$ cat config.mk
export PLATFORM = sky130hd
export DESIGN_NAME = ex_hazard_ctrl_flat
export DESIGN_NICKNAME = d
export VERILOG_FILES = /design/src/rtl/riscv_pkg.sv /design/src/rtl/ex_hazard_ctrl_if.sv /design/src/rtl/fwd_sel_unit.sv /design/src/rtl/ex_hazard_ctrl.sv /design/src/flat_wrapper.sv
export SDC_FILE = /design/constraint.sdc
export NUM_CORES = 1
export LEC_CHECK = 0
export ABC_AREA = 1
export CORE_ASPECT_RATIO = 0.8
export CORE_MARGIN = 5
export CORE_UTILIZATION = 52
export CTS_CLUSTER_SIZE = 12
export DETAILED_ROUTE_END_ITERATION = 10
export GPL_TIMING_DRIVEN = 1
export HOLD_SLACK_MARGIN = 0.12
export PLACE_DENSITY = 0.91
export RECOVER_POWER = 25
export SYNTH_ARGS = -nofsm -noshare
export SYNTH_HDL_FRONTEND = slang
export SYNTH_SLANG_ARGS = --single-unit
$ cat constraint.sdc
create_clock -name clk -period 2 [get_ports clk]
set_input_delay 0.2 -clock clk [delete_from_list [all_inputs] [get_ports clk]]
set_output_delay 0.2 -clock clk [all_outputs]
set_load 0.01 [all_outputs]
$ cat src/rtl/riscv_pkg.sv
// Shared pipeline types for the RV32I core: forwarding selects, shadow slot
// layout and the hard-wired zero register address.
package riscv_pkg;

  localparam int SLOT_AW = 5;
  localparam logic [SLOT_AW-1:0] REG_X0 = '0;

  typedef enum logic [1:0] {
    FWD_RF    = 2'b00,
    FWD_EXMEM = 2'b01,
    FWD_MEMWB = 2'b10
  } fwd_sel_e;

  typedef struct packed {
    logic               valid;
    logic [SLOT_AW-1:0] rd;
    logic               regwrite;
    logic               is_load;
  } slot_t;

  // A slot produces source r only if it really writes a non-zero rd and the reader uses r.
  function automatic logic slot_match(slot_t s, logic [SLOT_AW-1:0] r, logic use_bit);
    return s.valid & s.regwrite & (s.rd == r) & (r != REG_X0) & use_bit;
  endfunction

endpackage

$ cat src/rtl/ex_hazard_ctrl_if.sv
// Bundle between the ID/EX pipeline glue (master) and the hazard controller (slave).
// Handshake: none -- every input is sampled each clk edge, and mem_stall is the only flow control.
interface ex_hazard_ctrl_if #(
  parameter int REG_AW = 5,
  parameter int CNT_W  = 16
);
  import riscv_pkg::*;

  logic              id_valid;
  logic [REG_AW-1:0] id_rs1;
  logic [REG_AW-1:0] id_rs2;
  logic              id_use_rs1;
  logic              id_use_rs2;
  logic [REG_AW-1:0] id_rd;
  logic              id_regwrite;
  logic              id_is_load;
  logic              ex_branch_taken;
  logic              mem_stall;
  logic              stall_pc;
  logic              stall_if_id;
  logic              flush_if_id;
  logic              bubble_id_ex;
  logic [1:0]        fwd_a;
  logic [1:0]        fwd_b;
  logic [CNT_W-1:0]  load_use_cnt;
  logic [CNT_W-1:0]  flush_cnt;
  slot_t             dbg_wb;

  modport master (
    output id_valid, id_rs1, id_rs2, id_use_rs1, id_use_rs2, id_rd,
           id_regwrite, id_is_load, ex_branch_taken, mem_stall,
    input  stall_pc, stall_if_id, flush_if_id, bubble_id_ex, fwd_a, fwd_b,
           load_use_cnt, flush_cnt, dbg_wb
  );

  modport slave (
    input  id_valid, id_rs1, id_rs2, id_use_rs1, id_use_rs2, id_rd,
           id_regwrite, id_is_load, ex_branch_taken, mem_stall,
    output stall_pc, stall_if_id, flush_if_id, bubble_id_ex, fwd_a, fwd_b,
           load_use_cnt, flush_cnt, dbg_wb
  );

endinterface

$ cat src/rtl/fwd_sel_unit.sv
// Operand forwarding select for one EX source, computed while the instruction is in ID.
module fwd_sel_unit
  import riscv_pkg::*;
(
  input  logic [SLOT_AW-1:0] i_rs,
  input  logic               i_use,
  input  slot_t              i_ex,
  input  slot_t              i_mem,
  output fwd_sel_e           o_sel
);

  logic w_ex_hit;
  logic w_mem_hit;

  // A load in EX has no result yet; that case is a load-use stall, not a forward.
  assign w_ex_hit  = slot_match(i_ex, i_rs, i_use) & ~i_ex.is_load;
  assign w_mem_hit = slot_match(i_mem, i_rs, i_use);

  always_comb begin
    o_sel = FWD_RF;
    if (w_ex_hit)       o_sel = FWD_EXMEM;
    else if (w_mem_hit) o_sel = FWD_MEMWB;
  end

endmodule

$ cat src/rtl/ex_hazard_ctrl.sv
// EX-stage hazard control: shadows EX/MEM/WB slots, raises stalls, bubbles and
// flushes, and registers operand forwarding selects for the next EX instruction.
module ex_hazard_ctrl
  import riscv_pkg::*;
#(
  parameter int REG_AW = 5,
  parameter int CNT_W  = 16
) (
  input logic             clk,
  input logic             rst_n,
  ex_hazard_ctrl_if.slave bus
);

  slot_t            r_ex;
  slot_t            r_mem;
  slot_t            r_wb;
  fwd_sel_e         r_fwd_a;
  fwd_sel_e         r_fwd_b;
  logic [CNT_W-1:0] r_lu_cnt;
  logic [CNT_W-1:0] r_fl_cnt;

  slot_t    w_id_slot;
  fwd_sel_e w_sel_a;
  fwd_sel_e w_sel_b;
  logic     w_load_use;
  logic     w_branch;
  logic     w_lu_inc;
  logic     w_stall;
  logic     w_flush;
  logic     w_bubble;

  assign w_id_slot = '{valid:    bus.id_valid,
                       rd:       bus.id_rd,
                       regwrite: bus.id_regwrite,
                       is_load:  bus.id_is_load};

  assign w_load_use = bus.id_valid & r_ex.is_load &
                      (slot_match(r_ex, bus.id_rs1, bus.id_use_rs1) |
                       slot_match(r_ex, bus.id_rs2, bus.id_use_rs2));

  // A taken branch is only accepted once the memory stall lets EX move on.
  assign w_branch = bus.ex_branch_taken & ~bus.mem_stall;
  assign w_lu_inc = w_load_use & ~bus.ex_branch_taken & ~bus.mem_stall;

  always_comb begin
    w_stall  = 1'b0;
    w_flush  = 1'b0;
    w_bubble = 1'b0;
    if (rst_n && bus.id_valid) begin
      if (bus.mem_stall) begin
        w_stall = 1'b1;
      end else if (w_branch) begin
        w_flush  = 1'b1;
        w_bubble = 1'b1;
      end else if (w_load_use) begin
        w_stall  = 1'b1;
        w_bubble = 1'b1;
      end
    end
  end

  fwd_sel_unit u_fwd_a (
    .i_rs  (bus.id_rs1),
    .i_use (bus.id_use_rs1),
    .i_ex  (r_ex),
    .i_mem (r_mem),
    .o_sel (w_sel_a)
  );

  fwd_sel_unit u_fwd_b (
    .i_rs  (bus.id_rs2),
    .i_use (bus.id_use_rs2),
    .i_ex  (r_ex),
    .i_mem (r_mem),
    .o_sel (w_sel_b)
  );

  always_ff @(posedge clk or negedge rst_n) begin
    if (!rst_n) begin
      r_ex     <= '0;
      r_mem    <= '0;
      r_wb     <= '0;
      r_fwd_a  <= FWD_RF;
      r_fwd_b  <= FWD_RF;
      r_lu_cnt <= '0;
      r_fl_cnt <= '0;
    end else if (!bus.mem_stall) begin
      r_wb  <= r_mem;
      r_mem <= r_ex;
      if (bus.id_valid && !w_bubble) begin
        r_ex    <= w_id_slot;
        r_fwd_a <= w_sel_a;
        r_fwd_b <= w_sel_b;
      end else begin
        r_ex    <= '0;
        r_fwd_a <= FWD_RF;
        r_fwd_b <= FWD_RF;
      end
      if (w_lu_inc && (r_lu_cnt != '1)) r_lu_cnt <= r_lu_cnt + CNT_W'(1);
      if (w_branch && (r_fl_cnt != '1)) r_fl_cnt <= r_fl_cnt + CNT_W'(1);
    end
  end

  assign bus.stall_pc     = w_stall;
  assign bus.stall_if_id  = w_stall;
  assign bus.flush_if_id  = w_flush;
  assign bus.bubble_id_ex = w_bubble;
  assign bus.fwd_a        = r_fwd_a;
  assign bus.fwd_b        = r_fwd_b;
  assign bus.load_use_cnt = r_lu_cnt;
  assign bus.flush_cnt    = r_fl_cnt;
  assign bus.dbg_wb       = r_wb;

endmodule

$ cat src/flat_wrapper.sv
// flat-port wrapper written by rule: the top's interface ports become plain ports
module ex_hazard_ctrl_flat import riscv_pkg::*;
#(
  parameter int REG_AW = 5,
  parameter int CNT_W  = 16
)
  (clk, rst_n, bus_id_valid, bus_id_rs1, bus_id_rs2, bus_id_use_rs1, bus_id_use_rs2, bus_id_rd, bus_id_regwrite, bus_id_is_load, bus_ex_branch_taken, bus_mem_stall, bus_stall_pc, bus_stall_if_id, bus_flush_if_id, bus_bubble_id_ex, bus_fwd_a, bus_fwd_b, bus_load_use_cnt, bus_flush_cnt, bus_dbg_wb);
  ex_hazard_ctrl_if #(.REG_AW(REG_AW), .CNT_W(CNT_W)) bus_i ();
  input logic clk;
  input logic rst_n;
  input wire logic [$bits(bus_i.id_valid)-1:0] bus_id_valid;
  input wire logic [$bits(bus_i.id_rs1)-1:0] bus_id_rs1;
  input wire logic [$bits(bus_i.id_rs2)-1:0] bus_id_rs2;
  input wire logic [$bits(bus_i.id_use_rs1)-1:0] bus_id_use_rs1;
  input wire logic [$bits(bus_i.id_use_rs2)-1:0] bus_id_use_rs2;
  input wire logic [$bits(bus_i.id_rd)-1:0] bus_id_rd;
  input wire logic [$bits(bus_i.id_regwrite)-1:0] bus_id_regwrite;
  input wire logic [$bits(bus_i.id_is_load)-1:0] bus_id_is_load;
  input wire logic [$bits(bus_i.ex_branch_taken)-1:0] bus_ex_branch_taken;
  input wire logic [$bits(bus_i.mem_stall)-1:0] bus_mem_stall;
  output wire logic [$bits(bus_i.stall_pc)-1:0] bus_stall_pc;
  output wire logic [$bits(bus_i.stall_if_id)-1:0] bus_stall_if_id;
  output wire logic [$bits(bus_i.flush_if_id)-1:0] bus_flush_if_id;
  output wire logic [$bits(bus_i.bubble_id_ex)-1:0] bus_bubble_id_ex;
  output wire logic [$bits(bus_i.fwd_a)-1:0] bus_fwd_a;
  output wire logic [$bits(bus_i.fwd_b)-1:0] bus_fwd_b;
  output wire logic [$bits(bus_i.load_use_cnt)-1:0] bus_load_use_cnt;
  output wire logic [$bits(bus_i.flush_cnt)-1:0] bus_flush_cnt;
  output wire logic [$bits(bus_i.dbg_wb)-1:0] bus_dbg_wb;
  assign bus_i.id_valid = bus_id_valid;
  assign bus_i.id_rs1 = bus_id_rs1;
  assign bus_i.id_rs2 = bus_id_rs2;
  assign bus_i.id_use_rs1 = bus_id_use_rs1;
  assign bus_i.id_use_rs2 = bus_id_use_rs2;
  assign bus_i.id_rd = bus_id_rd;
  assign bus_i.id_regwrite = bus_id_regwrite;
  assign bus_i.id_is_load = bus_id_is_load;
  assign bus_i.ex_branch_taken = bus_ex_branch_taken;
  assign bus_i.mem_stall = bus_mem_stall;
  assign bus_stall_pc = bus_i.stall_pc;
  assign bus_stall_if_id = bus_i.stall_if_id;
  assign bus_flush_if_id = bus_i.flush_if_id;
  assign bus_bubble_id_ex = bus_i.bubble_id_ex;
  assign bus_fwd_a = bus_i.fwd_a;
  assign bus_fwd_b = bus_i.fwd_b;
  assign bus_load_use_cnt = bus_i.load_use_cnt;
  assign bus_flush_cnt = bus_i.flush_cnt;
  assign bus_dbg_wb = bus_i.dbg_wb;
  ex_hazard_ctrl #(.REG_AW(REG_AW), .CNT_W(CNT_W)) u_core (.clk(clk), .rst_n(rst_n), .bus(bus_i));
endmodule
==> impl_metrics.sql <==
INSERT INTO impl_metrics (metric_group, metric, value, unit) VALUES
('timing', 'finalHoldViolCount', '0', ''),
('routing', 'post_drt_wl_per_cell', '15.0', 'µm'),
('logic_synthesis', 'mappedNetlistArea', '0.00351', 'mm²'),
('routing', 'remaining_drc_errors', '0', ''),
('setup_path', 'critical_path_at', '1790', 'ps'),
('setup_path', 'crit_path_start', 'u_core.r_ex[3]$_DFFE_PN0N_', ''),
('floorplan', 'chipWidth', '102', 'µm'),
('logic_synthesis', 'postSynthRegisterBits', '60', ''),
('routing', 'routed-via-count', '3403', ''),
('cts', 'numCtsBuffers', '9', ''),
('setup_path', 'reg2reg_from', 'u_core.r_ex[3]$_DFFE_PN0N_', ''),
('global_routing', 'largest_net_degree_at_the_start_of_global_routing', '61', ''),
('floorplan', 'ioPinCount', '72', ''),
('setup_path', 'timing.setup.critical_path_class', 'register to output pin', ''),
('floorplan', 'placeableCoreArea', '0.00647', 'mm²'),
('power', 'p_per_area', '704', 'mW/mm²'),
('floorplan', 'placement_rows', '26', ''),
('logic_synthesis', 'postSynthAreaPerCell', '7.67', 'µm²'),
('logic_synthesis', 'postSynthCellCount', '457', ''),
('cts', 'cts_tree', 'built', ''),
('timing', 'timing.max_slew.rel_slack', '12.2', '%'),
('logic_synthesis', 'synth_seq_area_share', '42.8', '%'),
('cts', 'cts_sinks', '60', ''),
('setup_path', 'r2r.worst_path.cells', '10', ''),
('placed_design', 'place_area', '0.00443', 'mm²'),
('global_routing', 'grt_antenna_before_repair', '1', ''),
('timing', 'final.period_utilization', '99.5', '%'),
('placed_design', 'portBuffers', '71', ''),
('floorplan', 'floorplan.die_area', '0.00849', 'mm²'),
('finish', 'most_frequent_cells_in_the_layout', 'sky130_fd_sc_hd__nand2_1 (136), sky130_fd_sc_hd__clkdlybuf4s50_1 (65), sky130_fd_sc_hd__dfrtp_1 (59), sky130_fd_sc_hd__inv_1 (47), sky130_fd_sc_hd__nand3_1 (40)', ''),
('timing', 'worstMarginPinSlew', '1320', 'ps'),
('timing', 'finalCriticalPeriod', '1990', 'ps'),
('global_routing', 'grt_pass1_wl', '16.2', 'mm'),
('cts', 'clock_latency', '350', 'ps'),
('finish', 'design_area', '0.00467', 'mm²'),
('logic_synthesis', 'synthesis.yosys.warnings', '0', ''),
('placed_design', 'globalplace.congestion', '0.976', ''),
('power', 'design_power_total', '0.00329', 'W'),
('timing', 'final_setup_violation_count', '0', ''),
('routing', 'post_route_wl', '9.69', 'mm'),
('setup_path', 'critical_path_required', '1800', 'ps'),
('finish', 'drive_gt1_share', '13.0', '%'),
('hold_path', 'holdCritPathClass', 'input port to register', ''),
('cts', 'cts_htree_levels', '3', ''),
('status', 'status', 'finished clean', ''),
('global_routing', 'via_count_of_the_first_global_routing_pass', '3493', ''),
('cts', 'clk_pin_slew', '70', 'ps'),
('finish', 'areaGrowthSynthToFinish', '33.3', '%'),
('global_routing', 'overflow', '0', ''),
('finish', 'final_core_util', '72.2', '%'),
('cts', 'cts_root_buf', 'sky130_fd_sc_hd__clkbuf_8', ''),
('logic_synthesis', 'synth.net_count', '483', ''),
('finish', 'finish.net_count', '583', ''),
('setup_path', 'worstPathMaxFanout', '3', ''),
('timing', 'grt_setup_unrepaired', 'yes', ''),
('cts', 'clk_path_buf_depth', '2', ''),
('floorplan', 'initial_utilization', '54.2', '%'),
('floorplan', 'dieHeight', '83.4', 'µm'),
('setup_path', 'worst_setup_path_end_kind', 'output pin', ''),
('routing', 'drtAntennaViolNets', '0', ''),
('routing', 'drt_first_iter_violations', '157', ''),
('timing', 'final_max_slew_viol_count', '0', ''),
('routing', 'avgViaCountPerCell', '5.27', ''),
('hold_path', 'instance_count_along_the_most_critical_hold_path', '3', ''),
('global_routing', 'total_track_usage', '24.0', '%'),
('finish', 'most_frequent_standard_cell_in_the_layout_excluding_fill_and_tap_cells', 'sky130_fd_sc_hd__nand2_1', ''),
('hold_path', 'hold_path.startpoint', 'bus_id_regwrite', ''),
('run', 'cap_viol_max_count', '0', ''),
('setup_path', 'setup.worst_path.start_class', 'register', ''),
('routing', 'drt_pass1_iterations', '5', ''),
('logic_synthesis', 'synthDistinctLibCells', '33', ''),
('timing', 'maxClockFrequency', '503', 'MHz'),
('power', 'vdd_ir_drop_max', '0.995', 'mV'),
('placed_design', 'post-dp-hpwl', '7.05', 'mm'),
('timing', 'minimum_hold_slack', '414', 'ps'),
('power', 'p_leak', '2.26', 'nW'),
('timing', 'timing.clock.skew', '12.6', 'ps');
[state kept, by name, summed over array words and instances, names as in the netlist]
register,cells
u_core.r_mem,8
u_core.bus.load_use_cnt,16
u_core.bus.fwd_a,2
u_core.bus.dbg_wb,8
u_core.r_ex,8
u_core.bus.fwd_b,2
u_core.bus.flush_cnt,16
[worst max-delay path, cell delays in order (launching register included)]
cell and delay (ps):
sky130_fd_sc_hd__dfrtp_1 430, sky130_fd_sc_hd__xnor2_1 190, sky130_fd_sc_hd__nand2_1 80, sky130_fd_sc_hd__nor2_2 130, sky130_fd_sc_hd__nand2_1 80, sky130_fd_sc_hd__nand2_2 130, sky130_fd_sc_hd__nand3_4 100, sky130_fd_sc_hd__a21oi_4 140
sky130_fd_sc_hd__buf_2 150
[metal layers]
metal	up-vias	part of all wire (%)	GRT usage [%]
met5	-	0	0
met4	0	1.9	8.33
met3	17	8.7	6.70
met2	148	47	38.2
met1	1595	42	31.3
li1	1643	-	-
[final timing paths]
path,end,slack (ps)
worst max-delay path,bus_stall_pc,10
worst min-delay path,u_core.r_ex[1]$_DFFE_PN0N_,410
worst max register to register,u_core.bus.load_use_cnt[10]$_DFFE_PN0P_,200
worst min register to register,u_core.bus.dbg_wb[0]$_DFFE_PN0N_,490
max in group asynchronous,u_core.r_ex[5]$_DFFE_PN0N_,270
min in group asynchronous,u_core.r_ex[1]$_DFFE_PN0N_,860
[synthesized netlist by cell type]
cell type | number | area (µm²)
sky130_fd_sc_hd__nand4_1 | 6 | 37.5
sky130_fd_sc_hd__o22ai_1 | 1 | 6.26
sky130_fd_sc_hd__nor4_1 | 3 | 18.8
sky130_fd_sc_hd__xor2_1 | 31 | 272
sky130_fd_sc_hd__nor2_4 | 1 | 11.3
sky130_fd_sc_hd__nor3b_1 | 1 | 7.51
sky130_fd_sc_hd__nor4_4 | 1 | 21.3
sky130_fd_sc_hd__nor3_1 | 11 | 55.1
sky130_fd_sc_hd__buf_2 | 3 | 15.0
sky130_fd_sc_hd__nand3b_1 | 1 | 7.51
sky130_fd_sc_hd__clkbuf_1 | 3 | 11.3
sky130_fd_sc_hd__dfrtp_1 | 60 | 1500
sky130_fd_sc_hd__buf_1 | 1 | 3.75
sky130_fd_sc_hd__o21ai_0 | 17 | 85.1
sky130_fd_sc_hd__o21bai_1 | 13 | 97.6
sky130_fd_sc_hd__clkbuf_4 | 1 | 7.51
sky130_fd_sc_hd__buf_6 | 4 | 45.0
sky130_fd_sc_hd__inv_2 | 2 | 7.51
sky130_fd_sc_hd__xnor2_1 | 10 | 87.6
sky130_fd_sc_hd__buf_4 | 2 | 15.0
sky130_fd_sc_hd__ha_1 | 2 | 25.0
sky130_fd_sc_hd__nand3_4 | 1 | 17.5
sky130_fd_sc_hd__nand2_2 | 3 | 18.8
sky130_fd_sc_hd__a21oi_1 | 3 | 15.0
sky130_fd_sc_hd__a21oi_2 | 1 | 8.76
sky130_fd_sc_hd__nand3_1 | 40 | 200
sky130_fd_sc_hd__o21ai_1 | 5 | 25.0
sky130_fd_sc_hd__inv_1 | 51 | 191
sky130_fd_sc_hd__nor2_1 | 36 | 135
sky130_fd_sc_hd__nand4_2 | 1 | 12.5
sky130_fd_sc_hd__or2_0 | 1 | 6.26
sky130_fd_sc_hd__nor2_2 | 3 | 18.8
sky130_fd_sc_hd__nand2_1 | 138 | 518
[where the power goes]
part,switching (W),leakage [nW],internal (W)
Sequential,0.000156,0.727,0.00133
Combinational,0.000364,1.44,0.000347
Clock,0.000519,0.0955,0.000570
[cell type report]
| type | instances | area [µm²] |
|---|---|---|
| fillers | 508 | 1800 |
| multi-input cells | 330 | 1740 |
| flip-flops and latches | 60 | 1500 |
| repair buffers | 103 | 932 |
| inverters | 53 | 203 |
| clock buffers | 9 | 124 |
| well taps | 84 | 105 |
| clock inverters | 6 | 65.1 |
| diodes | 1 | 2.50 |
[cell families (layout without fill, tap and decap cells)]
logic type                 count (synthesis)  after routing  share of synthesized area [%]
and+or+nand+nor                          247            247                           31.0
buffers and inverters                     67            171                           8.46
DFF                                       60             60                           42.8
xor gates and xnor gates                  41             41                           10.2
AOI/OAI and AO/OA                         40             40                           6.78
adders and majority gates                  2              2                          0.714
other                                      0              1                              0
[what timing repair did]
action | 4_1_cts | 5_1_grt
hold buffers | 1 | 0
pin swaps | 4 | 7
setup buffers | 3 | 2
endpoints found under the hold margin | 60 | 0
resized for setup | 20 | 7
setup endpoints to repair | 16 | 16
gates cloned | 0 | 0
[through the flow]
stage	setup TNS, ps	instances	setup WS [ps]
finish	0	646	10.9
global route	-348	646	-97.4
detailed placement	-4350	624	-487
global placement	-2320	624	-346
CTS	0	643	8.10
floorplan	0	457	381
Note: power is estimated with default switching activity, not from simulation.
